<file path="src/rtl/stepper_pkg.sv">
// stepper_pkg: shared phase patterns, FSM states and direction codes for the stepper controller
package stepper_pkg;
  typedef enum logic [1:0] {IDLE, RUN, SETTLE} state_t;
  localparam logic DIR_REV = 1'b0;
  localparam logic DIR_FWD = 1'b1;
  localparam logic [15:0] PHASE_PATS = 16'b1000_0100_0010_0001;
  function automatic logic [3:0] phase_pat(input logic [1:0] idx);
    return PHASE_PATS[{idx, 2'b00} +: 4];
  endfunction
endpackage

</file>
<file path="src/rtl/step_rate_timer.sv">
// step_rate_timer: step period generator with linear accel/decel ramp driven by steps remaining
module step_rate_timer #(
  parameter int STEPS_W      = 16,
  parameter int PERIOD_START = 1_000_000,
  parameter int PERIOD_MIN   = 250_000,
  parameter int RAMP_DEC     = 50_000
) (
  input  logic               clk,
  input  logic               rst,
  input  logic               load,
  input  logic               run,
  input  logic [STEPS_W-1:0] remaining,
  output logic               step_tick
);
  localparam int PW = $clog2(PERIOD_START + RAMP_DEC + 1);
  logic [PW-1:0] period, timer, inc, dec;
  logic [STEPS_W-1:0] accel_cnt, rem_next;
  always_comb begin
    step_tick = run && timer == period - PW'(1);
    rem_next = remaining - STEPS_W'(1);
    inc = period + PW'(RAMP_DEC) > PW'(PERIOD_START) ? PW'(PERIOD_START) : period + PW'(RAMP_DEC);
    dec = period > PW'(PERIOD_MIN + RAMP_DEC) ? period - PW'(RAMP_DEC) : PW'(PERIOD_MIN);
  end
  always_ff @(posedge clk) begin
    if (!rst || load) begin
      period <= PW'(PERIOD_START);
      timer <= '0;
      accel_cnt <= '0;
    end else if (step_tick) begin
      timer <= '0;
      if (rem_next != '0 && rem_next <= accel_cnt) begin
        period <= inc;
        accel_cnt <= accel_cnt - STEPS_W'(1);
      end else if (rem_next != '0 && period > PW'(PERIOD_MIN)) begin
        period <= dec;
        accel_cnt <= accel_cnt + STEPS_W'(1);
      end
    end else if (run) begin
      timer <= timer + PW'(1);
    end
  end
endmodule

</file>
<file path="src/rtl/stepper_move_controller.sv">
// stepper_move_controller: accepts move commands and sequences the 4-phase coil pattern with ramped step rate
module stepper_move_controller
  import stepper_pkg::*;
#(
  parameter int STEPS_W      = 16,
  parameter int POS_W        = 24,
  parameter int PERIOD_START = 1_000_000,
  parameter int PERIOD_MIN   = 250_000,
  parameter int RAMP_DEC     = 50_000
) (
  input  logic               clk,
  input  logic               rst,
  input  logic               cmd_valid,
  output logic               cmd_ready,
  input  logic               cmd_dir,
  input  logic [STEPS_W-1:0] cmd_steps,
  input  logic               abort,
  input  logic               hold_en,
  output logic [3:0]         signal_out,
  output logic               busy,
  output logic               done,
  output logic               aborted,
  output logic [POS_W-1:0]   position
);
  localparam int SW = $clog2(PERIOD_START + 1);
  state_t state, state_n;
  logic dir, accept, step, finish, step_tick;
  logic [1:0] idx, idx_n;
  logic [STEPS_W-1:0] remaining;
  logic [SW-1:0] settle_cnt;
  step_rate_timer #(
    .STEPS_W(STEPS_W), .PERIOD_START(PERIOD_START), .PERIOD_MIN(PERIOD_MIN), .RAMP_DEC(RAMP_DEC)
  ) u_timer (
    .clk(clk), .rst(rst), .load(accept), .run(state == RUN),
    .remaining(remaining), .step_tick(step_tick)
  );
  always_ff @(posedge clk) begin
    if (!rst) state <= IDLE;
    else state <= state_n;
  end
  always_comb begin
    state_n = state;
    accept = 1'b0;
    step = 1'b0;
    case (state)
      IDLE: if (cmd_valid) begin
        accept = 1'b1;
        state_n = cmd_steps == '0 ? SETTLE : RUN;
      end
      RUN: if (abort) state_n = IDLE;
        else if (step_tick) begin
          step = 1'b1;
          state_n = remaining == STEPS_W'(1) ? SETTLE : RUN;
        end
      SETTLE: state_n = abort || settle_cnt == SW'(PERIOD_START - 1) ? IDLE : SETTLE;
      default: state_n = IDLE;
    endcase
    finish = state != IDLE && state_n == IDLE;
    idx_n = !step ? idx : dir == DIR_FWD ? idx + 2'd1 : idx - 2'd1;
    cmd_ready = state == IDLE;
    busy = state != IDLE;
  end
  // signal_out and position are computed from next-state values so they move on the step edge itself
  always_ff @(posedge clk) begin
    if (!rst) begin
      idx <= '0;
      position <= '0;
      signal_out <= '0;
      done <= 1'b0;
      aborted <= 1'b0;
      dir <= 1'b0;
      remaining <= '0;
      settle_cnt <= '0;
    end else begin
      idx <= idx_n;
      done <= finish;
      signal_out <= state_n != IDLE || hold_en ? phase_pat(idx_n) : 4'b0000;
      settle_cnt <= state == SETTLE ? settle_cnt + SW'(1) : '0;
      if (accept) begin
        dir <= cmd_dir;
        remaining <= cmd_steps;
        aborted <= 1'b0;
      end
      if (abort && state != IDLE) aborted <= 1'b1;
      if (step) begin
        remaining <= remaining - STEPS_W'(1);
        position <= dir == DIR_REV ? position - POS_W'(1) : position + POS_W'(1);
      end
    end
  end
endmodule

</file>
<file path="config.mk">
export PLATFORM = sky130hd
export DESIGN_NAME = stepper_move_controller
export DESIGN_NICKNAME = d
export VERILOG_FILES = /design/src/rtl/stepper_pkg.sv /design/src/rtl/step_rate_timer.sv /design/src/rtl/stepper_move_controller.sv
export SDC_FILE = /design/constraint.sdc
export NUM_CORES = 1
export LEC_CHECK = 0
export CORE_MARGIN = 2
export CORE_UTILIZATION = 50
export DETAILED_ROUTE_END_ITERATION = 10
export HOLD_SLACK_MARGIN = 0.08
export PLACE_DENSITY_LB_ADDON = 0.08
export SLEW_MARGIN = 20
export SYNTH_ARGS = -nofsm -noshare
export SYNTH_HDL_FRONTEND = slang
export SYNTH_SLANG_ARGS = --single-unit
</file>
<file path="constraint.sdc">
create_clock -name clk -period 7.89 [get_ports clk]
set_clock_uncertainty 0.15 [all_clocks]
set_input_delay 1.1835 -clock clk [delete_from_list [all_inputs] [get_ports clk]]
set_output_delay 1.1835 -clock clk [all_outputs]
set_load 0.01 [all_outputs]
</file>
==> impl_metrics.json <==
{
  "hold_class": "reg2reg",
  "path_class": "reg2reg",
  "outcome": "completed",
  "layout_commonest_cell": "dfxtp_1",
  "grt_pass1_wl_um": 39600,
  "globalRouteTotalUtil_pct": 24.5,
  "h-tree-depth": 4,
  "clock-sinks": 125,
  "numCtsBuffers": 17,
  "endpoint_kind": "flip-flop",
  "synth_nets": 1286,
  "p_sw_uw": 526,
  "synth_enable_flop_cells": 0,
  "start_kind": "flip-flop",
  "wl_um": 23700,
  "drive_gt1_share_pct": 5.38,
  "yosys-top-cells-area": "dfxtp_1, ha_1, xnor2_1",
  "dieWidth_um": 140,
  "p_int_mw": 1.27,
  "async_flop_share_pct": 0,
  "power.density_mw_per_mm2": 173,
  "fin_crit_ns": 6.17,
  "hold_viol": 0,
  "fin_cells": 1456,
  "fin_area_mm2": 0.0104,
  "grt_pass1_vias": 8193,
  "tritoncts": "yes",
  "synth_cell_type_count": 75,
  "peakVddDrop_uv": 153,
  "core_mm2": 0.0180,
  "sequentialPowerShare_pct": 36.1,
  "vias_per_cell": 5.89,
  "hold_buffers": 0,
  "syn-cell-area_mm2": 0.00923,
  "vias": 8581,
  "ys_seq_area_share_pct": 27.1,
  "slew_headroom_pct": 29.0,
  "setup_viol": 0,
  "start_util_pct": 51.2,
  "post-cts-setup-buffer-count": 0,
  "total_leakage_power_nw": 3.88,
  "dp_cells": 1424,
  "hold-worst-slack_ns": 0.318,
  "floorplan.io_pins": 54,
  "critPathRequiredTime_ns": 8.10,
  "nNetsFinal": 1299,
  "drtIter0Drc": 537,
  "gp_congestion": 0.870,
  "avgSynthCellArea_um2": 7.68,
  "root_buffer": "clkbuf_16",
  "clk_pin_slew_worst_paths_ns": 0.06,
  "maxSlewViolCount": 0,
  "synth_top_area_share_pct": 27.1,
  "clockBufferDepth": 2,
  "clkPwrFrac_pct": 43.0,
  "place_area_mm2": 0.00981,
  "place.detailed.hpwl_um": 17100,
  "post_cts_resized": 0,
  "synth_warnings": 0,
  "worstSkewPairLatency_ns": 0.43,
  "yosysTopAreaCell": "dfxtp_1",
  "drt_pre_antenna_iters": 5,
  "io_buffers": 53,
  "grt_antenna_before_repair": 0,
  "maxCapViolCount": 0,
  "period_share_pct": 78.2,
  "grt.overflow.total": 0,
  "synth-seq-cells": 125,
  "pwr-share-comb_pct": 20.9,
  "crit_start": "remaining[2]",
  "fin_tns_setup_ns": 0,
  "fmax_mhz": 162,
  "rsz0062_at_grt": "no",
  "worst-path-max-fanout": 30,
  "critical_path_arrival_ns": 6.38,
  "dieArea_mm2": 0.0196,
  "rows": 49,
  "ant_nets": 0,
  "hp-start": "position[12]",
  "final_core_util_pct": 57.6,
  "routedWlPerCell_um": 16.3,
  "syn_to_final_growth_pct": 12.6,
  "r2r_start": "remaining[2]",
  "die_h_um": 140,
  "drcViolationCount": 0,
  "grt_max_degree": 47,
  "syn_inst": 1201,
  "switching_share_pct": 29.3,
  "ys.flop_type": "dfxtp_1",
  "antennaDiodeCount": 0,
  "final_cell_mix": "dfxtp_1, nand2_1, nor2_1",
  "worstMarginPinSlew_ns": 1.06
}
[cells by family (layout without fill, tap and decap cells)]
logic type / Yosys count / after routing / synth area share [%]
XOR/XNOR: 110 / 110 / 10.4
buffers and inverters: 113 / 139 / 5.14
AO/OA/AOI/OAI: 294 / 294 / 20.6
AND/OR/NAND/NOR: 481 / 481 / 26.3
multiplexers: 15 / 15 / 1.64
flip-flops: 125 / 125 / 27.1
adder cells (fa/ha/maj): 63 / 63 / 8.71
[state kept, by name (all words and copies together), names as in the netlist, 4 cells and up]
register / flops
u_timer.accel_cnt: 16
settle_cnt: 20
signal_out: 4
u_timer.period: 17
u_timer.timer: 21
position: 24
remaining: 16
[power groups by stage]
stage	clock network, mW	logic (mW)	registers, mW
finish	0.771	0.376	0.647
floorplan	0	0.286	0.658
detailed placement	0	0.371	0.661
global placement	0	0.367	0.661
CTS	0.782	0.374	0.647
global route	0.814	0.422	0.648
[final cells by class]
class | instances | area [µm²]
fillers | 1719 | 7640
multi-input cells | 963 | 6250
flip-flops and latches | 125 | 2500
repair buffers | 62 | 598
clock buffers | 21 | 460
well taps | 229 | 287
inverters | 45 | 169
clock inverters | 11 | 116
[layer usage]
metal | up-vias | global-route usage (%) | part of all wire [%]
met2 | 210 | 41.7 | 49
li1 | 4363 | - | -
met1 | 3974 | 31.0 | 45
met3 | 34 | 4.96 | 4.1
met4 | 0 | 7.74 | 1.8
met5 | - | 0 | 0
[worst paths after layout]
path | end | slack, ns | cells after the start
setup / recovery | u_timer.accel_cnt[15] | 1.72 | 23
hold / removal | position[12] | 0.32 | 2
setup reg to reg | u_timer.accel_cnt[15] | 1.72 | 23
hold reg to reg | position[12] | 0.32 | 2
[worst max-delay path: stages, from the launching register on]
cell      delay (ns)
dfxtp_1         0.37
nor4_2          0.62
nand2_1         0.13
or3_1           0.41
or3_1           0.42
nor3_1          0.20
xor2_1          0.11
ha_1            0.31
nand4_1         0.11
nor4_1          0.38
a21boi_0        0.27
o41ai_1         0.14
o21a_1          0.12
buf_4           0.23
ha_1            0.40
a21o_1          0.13
nand2_1         0.06
and4b_1         0.24
or3_1           0.36
a31oi_1         0.19
a211oi_1        0.11
xor2_1          0.15
or3_1           0.32
a21oi_1         0.14
[cells in the mapped netlist (20+ instances only)]
master	instances
dfxtp_1	125
nand2_1	118
nor2_1	118
a21oi_1	92
o21ai_0	63
ha_1	61
xnor2_1	56
xor2_1	54
clkbuf_1	46
nand3_1	45
inv_1	44
nor3_1	33
nand4_1	24
and3_1	20
[per-stage QoR]
stage               setup WS (ns)  total power, mW
detailed placement           1.78             1.03
finish                       1.72             1.79
CTS                          1.73             1.80
global route                 1.30             1.88
floorplan                    1.87            0.944
global placement             1.97             1.03
(Power assumes the default switching activity.)
